[src/rtl/apuf_pkg.sv]
// Shared types, LFSR tap constants and parameter checks for the XOR arbiter PUF controller.
package apuf_pkg;

   typedef enum logic [2:0] {
      S_IDLE    = 3'd0,
      S_LOAD    = 3'd1,
      S_ARM     = 3'd2,
      S_LAUNCH  = 3'd3,
      S_CAPTURE = 3'd4,
      S_DONE    = 3'd5
   } state_e;

   // Tap masks: bit (e-1) set for every x^e term of the feedback polynomial
   localparam logic [63:0] TAPS_N16 = 64'h0000_0000_0000_B400;
   localparam logic [63:0] TAPS_N32 = 64'h0000_0000_8020_0003;
   localparam logic [63:0] TAPS_N64 = 64'hD800_0000_0000_0000;

   function automatic logic [63:0] lfsr_taps(input int unsigned n);
      case (n)
         16:      return TAPS_N16;
         32:      return TAPS_N32;
         default: return TAPS_N64;
      endcase
   endfunction

   function automatic int unsigned clog2(input int unsigned v);
      int unsigned r;
      r = 0;
      for (int unsigned i = 0; i < 32; i++) begin
         if ((64'd1 << i) < 64'(v)) r = i + 1;
      end
      return r;
   endfunction

   function automatic bit params_ok(input int unsigned n, input int unsigned k,
                                    input int unsigned m, input int unsigned settle);
      return ((n == 16) || (n == 32) || (n == 64)) &&
             (k >= 1) && (k <= 8) &&
             (m >= 1) && (m <= 15) && ((m % 2) == 1) &&
             (settle >= 3);
   endfunction

endpackage

[src/rtl/apuf_chain.sv]
// One arbiter PUF chain: crossed/straight mux chain, arbiter flop and 2-FF synchroniser.
module apuf_chain #(
   parameter int unsigned N = 32
) (
   input  logic         clk_i,
   input  logic         rst_ni,
   input  logic [N-1:0] chal_i,
   input  logic         launch_i,
   input  logic         clr_i,
   output logic         sync_out_o
);

   logic top_c;
   logic bot_c;
   logic arb_q;
   logic sync1_q;
   logic sync2_q;

   // Each stage passes the pair straight (chal=0) or swaps them (chal=1)
   always_comb begin
      logic t;
      logic b;
      logic t_nxt;
      t = launch_i;
      b = launch_i;
      for (int unsigned i = 0; i < N; i++) begin
         t_nxt = chal_i[i] ? b : t;
         b     = chal_i[i] ? t : b;
         t     = t_nxt;
      end
      top_c = t;
      bot_c = b;
   end

   // Arbiter samples the top path once the bottom edge has arrived
   always_ff @(posedge clk_i or negedge rst_ni) begin
      if (!rst_ni) begin
         arb_q   <= 1'b0;
         sync1_q <= 1'b0;
         sync2_q <= 1'b0;
      end else if (clr_i) begin
         arb_q   <= 1'b0;
         sync1_q <= 1'b0;
         sync2_q <= 1'b0;
      end else begin
         if (bot_c) arb_q <= top_c;
         sync1_q <= arb_q;
         sync2_q <= sync1_q;
      end
   end

   assign sync_out_o = sync2_q;

endmodule

[src/rtl/xor_apuf_ctrl.sv]
// K-chain XOR arbiter PUF controller with M-way majority voting per chain and LFSR challenges.
module xor_apuf_ctrl
   import apuf_pkg::*;
#(
   parameter int unsigned N      = 32,
   parameter int unsigned K      = 4,
   parameter int unsigned M      = 5,
   parameter int unsigned SETTLE = 8,
   parameter logic [63:0] SEED   = 64'h0000_0000_ACE1_2024
) (
   input  logic         clk_i,
   input  logic         rst_ni,
   input  logic         start_i,
   input  logic         chal_src_i,
   input  logic [N-1:0] chal_in_i,
   input  logic         tm_en_i,
   input  logic [K-1:0] tm_bits_i,
   output logic         busy_o,
   output logic         resp_valid_o,
   output logic         resp_o,
   output logic [K-1:0] resp_raw_o,
   output logic         stable_o,
   output logic [N-1:0] chal_out_o
);

   localparam int unsigned CW = clog2(M + 1);
   localparam int unsigned SW = clog2(SETTLE);
   localparam logic [N-1:0] TAPS = N'(lfsr_taps(N));

   if (!params_ok(N, K, M, SETTLE)) begin : g_bad_params
      $error("xor_apuf_ctrl: unsupported N/K/M/SETTLE combination");
   end
   if (SEED[N-1:0] == '0) begin : g_bad_seed
      $error("xor_apuf_ctrl: SEED must be nonzero in its low N bits");
   end

   state_e               state_q,      state_d;
   logic [N-1:0]         chal_q,       chal_d;
   logic [N-1:0]         lfsr_q,       lfsr_d;
   logic [K-1:0][CW-1:0] vote_q,       vote_d;
   logic [CW-1:0]        eval_q,       eval_d;
   logic [SW-1:0]        settle_q,     settle_d;
   logic                 busy_q,       busy_d;
   logic                 resp_valid_q, resp_valid_d;
   logic                 resp_q,       resp_d;
   logic [K-1:0]         resp_raw_q,   resp_raw_d;
   logic                 stable_q,     stable_d;

   logic                 launch_c;
   logic                 clr_c;
   logic [N-1:0]         lfsr_nxt_c;
   logic [K-1:0]         sync_c;
   logic [K-1:0]         raw_c;
   logic [K-1:0][CW-1:0] vote_nxt_c;
   logic [K-1:0]         maj_c;
   logic [K-1:0]         unan_c;

   assign lfsr_nxt_c = {lfsr_q[N-2:0], ^(lfsr_q & TAPS)};

   for (genvar gk = 0; gk < K; gk++) begin : g_chain
      apuf_chain #(.N(N)) u_chain (
         .clk_i      (clk_i),
         .rst_ni     (rst_ni),
         .chal_i     (chal_q),
         .launch_i   (launch_c),
         .clr_i      (clr_c),
         .sync_out_o (sync_c[gk])
      );
   end

   assign raw_c = tm_en_i ? tm_bits_i : sync_c;

   // Vote totals including the bit being captured this cycle
   always_comb begin
      for (int unsigned k = 0; k < K; k++) begin
         vote_nxt_c[k] = vote_q[k] + CW'(raw_c[k]);
         maj_c[k]      = (vote_nxt_c[k] > CW'(M / 2));
         unan_c[k]     = (vote_nxt_c[k] == '0) || (vote_nxt_c[k] == CW'(M));
      end
   end

   always_comb begin
      state_d      = state_q;
      chal_d       = chal_q;
      lfsr_d       = lfsr_q;
      vote_d       = vote_q;
      eval_d       = eval_q;
      settle_d     = settle_q;
      busy_d       = busy_q;
      resp_valid_d = 1'b0;
      resp_d       = resp_q;
      resp_raw_d   = resp_raw_q;
      stable_d     = stable_q;
      launch_c     = 1'b0;
      clr_c        = 1'b0;
      case (state_q)
         S_IDLE: begin
            if (start_i) begin
               state_d = S_LOAD;
               busy_d  = 1'b1;
            end
         end
         S_LOAD: begin
            chal_d  = chal_src_i ? lfsr_nxt_c : chal_in_i;
            if (chal_src_i) lfsr_d = lfsr_nxt_c;
            vote_d  = '0;
            eval_d  = '0;
            state_d = S_ARM;
         end
         S_ARM: begin
            clr_c    = 1'b1;
            settle_d = '0;
            state_d  = S_LAUNCH;
         end
         S_LAUNCH: begin
            launch_c = 1'b1;
            settle_d = settle_q + SW'(1);
            if (settle_q == SW'(SETTLE - 1)) state_d = S_CAPTURE;
         end
         S_CAPTURE: begin
            vote_d = vote_nxt_c;
            eval_d = eval_q + CW'(1);
            if (eval_q == CW'(M - 1)) begin
               state_d      = S_DONE;
               busy_d       = 1'b0;
               resp_valid_d = 1'b1;
               resp_raw_d   = maj_c;
               resp_d       = ^maj_c;
               stable_d     = &unan_c;
            end else begin
               state_d = S_ARM;
            end
         end
         S_DONE:  state_d = S_IDLE;
         default: state_d = S_IDLE;
      endcase
   end

   always_ff @(posedge clk_i or negedge rst_ni) begin
      if (!rst_ni) begin
         state_q      <= S_IDLE;
         chal_q       <= '0;
         lfsr_q       <= SEED[N-1:0];
         vote_q       <= '0;
         eval_q       <= '0;
         settle_q     <= '0;
         busy_q       <= 1'b0;
         resp_valid_q <= 1'b0;
         resp_q       <= 1'b0;
         resp_raw_q   <= '0;
         stable_q     <= 1'b0;
      end else begin
         state_q      <= state_d;
         chal_q       <= chal_d;
         lfsr_q       <= lfsr_d;
         vote_q       <= vote_d;
         eval_q       <= eval_d;
         settle_q     <= settle_d;
         busy_q       <= busy_d;
         resp_valid_q <= resp_valid_d;
         resp_q       <= resp_d;
         resp_raw_q   <= resp_raw_d;
         stable_q     <= stable_d;
      end
   end

   assign busy_o       = busy_q;
   assign resp_valid_o = resp_valid_q;
   assign resp_o       = resp_q;
   assign resp_raw_o   = resp_raw_q;
   assign stable_o     = stable_q;
   assign chal_out_o   = chal_q;

endmodule

[config.mk]
export PLATFORM = sky130hd
export DESIGN_NAME = xor_apuf_ctrl
export DESIGN_NICKNAME = d
export VERILOG_FILES = /design/src/rtl/apuf_pkg.sv /design/src/rtl/apuf_chain.sv /design/src/rtl/xor_apuf_ctrl.sv
export SDC_FILE = /design/constraint.sdc
export NUM_CORES = 1
export LEC_CHECK = 0
export ABC_AREA = 1
export CORE_ASPECT_RATIO = 1.2
export CORE_MARGIN = 2
export CORE_UTILIZATION = 50
export CTS_CLUSTER_SIZE = 24
export DETAILED_ROUTE_END_ITERATION = 16
export PLACE_DENSITY = 0.77
export SLEW_MARGIN = 40
export SYNTH_ARGS = -nofsm -noshare
export SYNTH_HDL_FRONTEND = slang
export SYNTH_SLANG_ARGS = --single-unit
[constraint.sdc]
create_clock -name clk_i -period 2.4 [get_ports clk_i]
set_clock_uncertainty 0.1 [all_clocks]
set_input_delay 0.48 -clock clk_i [delete_from_list [all_inputs] [get_ports clk_i]]
set_output_delay 0.48 -clock clk_i [all_outputs]
set_load 0.01 [all_outputs]
==> impl_metrics.csv <==
group,metric,value,unit
hold_path,hold_depth,2,
sta,tightest_slew,391,ps
synthesis,synth_edf_count,0,
sta,finalCriticalPeriod,2200,ps
routing,drtIter0Drc,180,
synthesis,ys_ff_latch,96,
placement,place_congestion,0.843,
synthesis,synth.top_cell.area_share,50.2,%
floorplanning,initial_core_util,51.7,%
cells_and_area,post-route-util,66.6,%
setup_path,arrival,2360,ps
pwr,irDropWorstVdd,0.404,mV
cts,cts-root-buf,"clkbuf_8",
synthesis,syn_area,4240,µm²
placement,place_ws,-139,ps
sta,rsz0062_at_grt,"false",
global_route,grt_pass1_wl,15900,µm
synthesis,ys.flop_type,"dfrtp_1",
setup_path,crit_type,"input pin to flip-flop",
setup_path,path_cells,"clkdlybuf4s50_1 -> inv_1 -> nand2_1 -> nand2_1 -> ha_1 -> ha_1 -> nand2_1 -> inv_1 -> nor2_1 -> nand2_1 -> nand2_1 -> nand2_1 -> nand3_1 -> nand2_1",
floorplanning,die_h,105,µm
pwr,finalPower,3.49,mW
cts,cts_tree,"done",
floorplanning,die_area,9230,µm²
routing,viasPerCell,5.18,
placement,portBuffers,80,
synthesis,yosys_warnings,0,
sta,slew_headroom,73.9,%
synthesis,yosysSeqAreaShare,57.0,%
cts,clkLatencyLatePin,370,ps
pwr,netSwitchingFraction,29.0,%
synthesis,avgSynthCellArea,8.87,µm²
cts,clkSinkCount,96,
synthesis,async_flop_share,100,%
sta,max_freq,454,MHz
setup_path,path_buf_inv,3,
pwr,switchingPower,1.01,mW
routing,drc,0,
setup_path,start_kind,"input pin",
global_route,grt_usage,21.5,%
synthesis,yosysMostFrequentCell,"nand2_1",
pwr,p_int,2.48,mW
setup_path,path_max_fanout,4,
cells_and_area,areaGrowthSynthToFinish,28.7,%
cells_and_area,drive_above_1_share,10.5,%
synthesis,synth_area_leaders,"dfrtp_1 (50%), nand2_1 (15%), nand3_1 (8.3%)",
pwr,power_frac_seq,50.0,%
setup_path,cp_slowest_cell,"clkdlybuf4s50_1",
pwr,p_comb_share,21.0,%
synthesis,synth_top_area_cell,"dfrtp_1",
cts,clkTransAtPathRegs,100,ps
cts,cts_inserted_buffers,9,
sta,finalHoldViolCount,0,
pwr,pwr-share-clk,29.0,%
global_route,grt_pass1_vias,3652,
setup_path,rrSetupSlack,450,ps
sta,whs,365,ps
routing,ant_nets,0,
cts,cts_max_path_buffers,2,
setup_path,worstReg2RegStart,"g_chain[2].u_chain.sync_out_o$_DFF_PN0_",
setup_path,crit_family,"simple AND/OR/NAND/NOR gates",
routing,dr.pass1.iters,5,
setup_path,reg2reg_to,"resp_o$_DFFE_PN0P_",
floorplanning,dieWidth,88.1,µm
placement,dp_hpwl,6620,µm
setup_path,path_depth,14,
global_route,grt_max_degree,55,
routing,post_drt_wl_per_cell,13.6,µm
cts,htreeDepth,3,
flow_run,maxCapViolations,0,
cells_and_area,antenna_cells,0,
setup_path,cp_data_required_time,2550,ps
routing,routed_wl,9340,µm
sta,final_max_slew_viol_count,0,
synthesis,syn_nets,531,
setup_path,crit_path_end,"resp_o$_DFFE_PN0P_",
synthesis,synth_common_cells,"nand2_1 (167), dfrtp_1 (85), nand3_1 (70)",
run_status,outcome,"finished clean",
sta,setup_slack,199,ps
setup_path,cp-end-kind,"flip-flop",
setup_path,crit_path_start,"tm_en_i",
synthesis,postSynthCellCount,478,
sta,setup_viol,0,
synthesis,yosysUniqueCellTypes,26,
setup_path,ff2ff_path_depth,12,
cells_and_area,nFillCells,701,
pwr,p_per_area,639,nW/µm²
routing,vias,3562,
floorplanning,coreArea,8200,µm²
cells_and_area,num-nets-final,622,
pwr,p_leak,2.78,nW
global_route,antenna_found_initial,0,
floorplanning,num_rows,36,
floorplanning,pin_count,81,
sta,fin_crit_sh,91.7,%
global_route,overflow,0,
hold_path,hold_path.class,"flip-flop to flip-flop",
setup_path,crit_top_cell,"nand2_1",
setup_path,slowest_delay,510,ps
repair_timing:
item / 4_1_cts / 5_1_grt
setup buffers: 0 / 0
hold endpoints to repair: 16 / 0
hold buffers: 1 / 0
gates resized for setup: 0 / 0
endpoints found under the setup margin: 0 / 0
kinds of logic after synthesis:
family	synth area share (%)
xor gates and xnor gates	1.65
AOI/OAI and AO/OA	7.20
adders and majority gates	3.54
and+or+nand+nor	25.6
DFF	57.0
buffers and inverters	5.02
worst min path at each step:
stage,from,endpoint
2_1_floorplan,rst_ni,busy_o$_DFFE_PN0P_
3_3_place_gp,rst_ni,stable_o$_DFFE_PN0P_
3_5_place_dp,rst_ni,stable_o$_DFFE_PN0P_
4_1_cts,g_chain[0].u_chain.sync1_q$_DFF_PN0_,g_chain[2].u_chain.sync_out_o$_DFF_PN0_
5_1_grt,g_chain[0].u_chain.sync1_q$_DFF_PN0_,g_chain[2].u_chain.sync_out_o$_DFF_PN0_
6_report,g_chain[0].u_chain.sync1_q$_DFF_PN0_,g_chain[2].u_chain.sync_out_o$_DFF_PN0_
state kept, by name, summed over array words and instances (netlist names), 3 cells and up:
register / cells
chal_out_o: 32
state_q: 3
resp_raw_o: 4
settle_q: 3
lfsr_q: 32
vote_q: 12
eval_q: 3
routing by layer:
layer	GRT usage (%)	share of wire [%]	routed length [µm]
met1	27.3	44	4130
met2	36.0	49	4610
met3	4.74	4.8	451
met4	7.36	1.6	148
met5	0	0	0
placed cells by master (no fill, tap or decap):
cell / count
buf_12: 1
nor2_2: 2
nand3b_1: 1
dfstp_2: 11
inv_2: 6
nor3_4: 2
ha_1: 12
a22o_1: 6
nand3_1: 70
clkinvlp_4: 1
clkinv_8: 1
nand4_1: 1
inv_1: 25
buf_4: 21
clkbuf_8: 10
nor2_4: 1
inv_6: 1
nor2_1: 7
clkinv_2: 1
o21ai_0: 23
o21ai_1: 24
clkdlybuf4s50_1: 79
a31oi_1: 1
or2_1: 1
o22ai_1: 1
dlygate4sd3_1: 1
xor2_1: 5
a21oi_1: 1
nor3_1: 1
dfrtp_1: 85
nand2_1: 167
clkinv_4: 2
xnor2_1: 3
worst reg2reg max path: cells and delay by family, from the launching register on:
family	cells	cell delay [ps]
simple gates	9	830
buf+inv	1	40
fa+ha+maj	2	460
flops	1	410
per-stage QoR:
stage,cells,cell area (µm²),TNS (ps)
after floorplan,478,4240,0
after CTS,688,5460,0
after global placement,671,5250,-33.7
final,688,5460,0
after global routing,688,5460,0
after detailed placement,671,5250,-205
power groups by stage:
stage,Combinational [mW],Sequential (mW),Clock (mW)
after floorplan,0.365,1.78,0
after global placement,0.701,1.77,0
after detailed placement,0.721,1.78,0
after CTS,0.730,1.75,1.04
after global routing,0.820,1.75,1.09
final,0.732,1.75,1.01
final cells by class:
cell class / count / area [µm²] / share of cell area [%]
Clock buffer: 10 / 138 / 2.52
Multi-Input combinational cell: 329 / 1610 / 29.5
Tap cell: 114 / 143 / 2.61
Inverter: 31 / 116 / 2.13
Timing Repair Buffer: 102 / 978 / 17.9
Clock inverter: 6 / 55.1 / 1.01
Sequential cell: 96 / 2420 / 44.3
No activity file was read; power rests on OpenSTA's default activity.
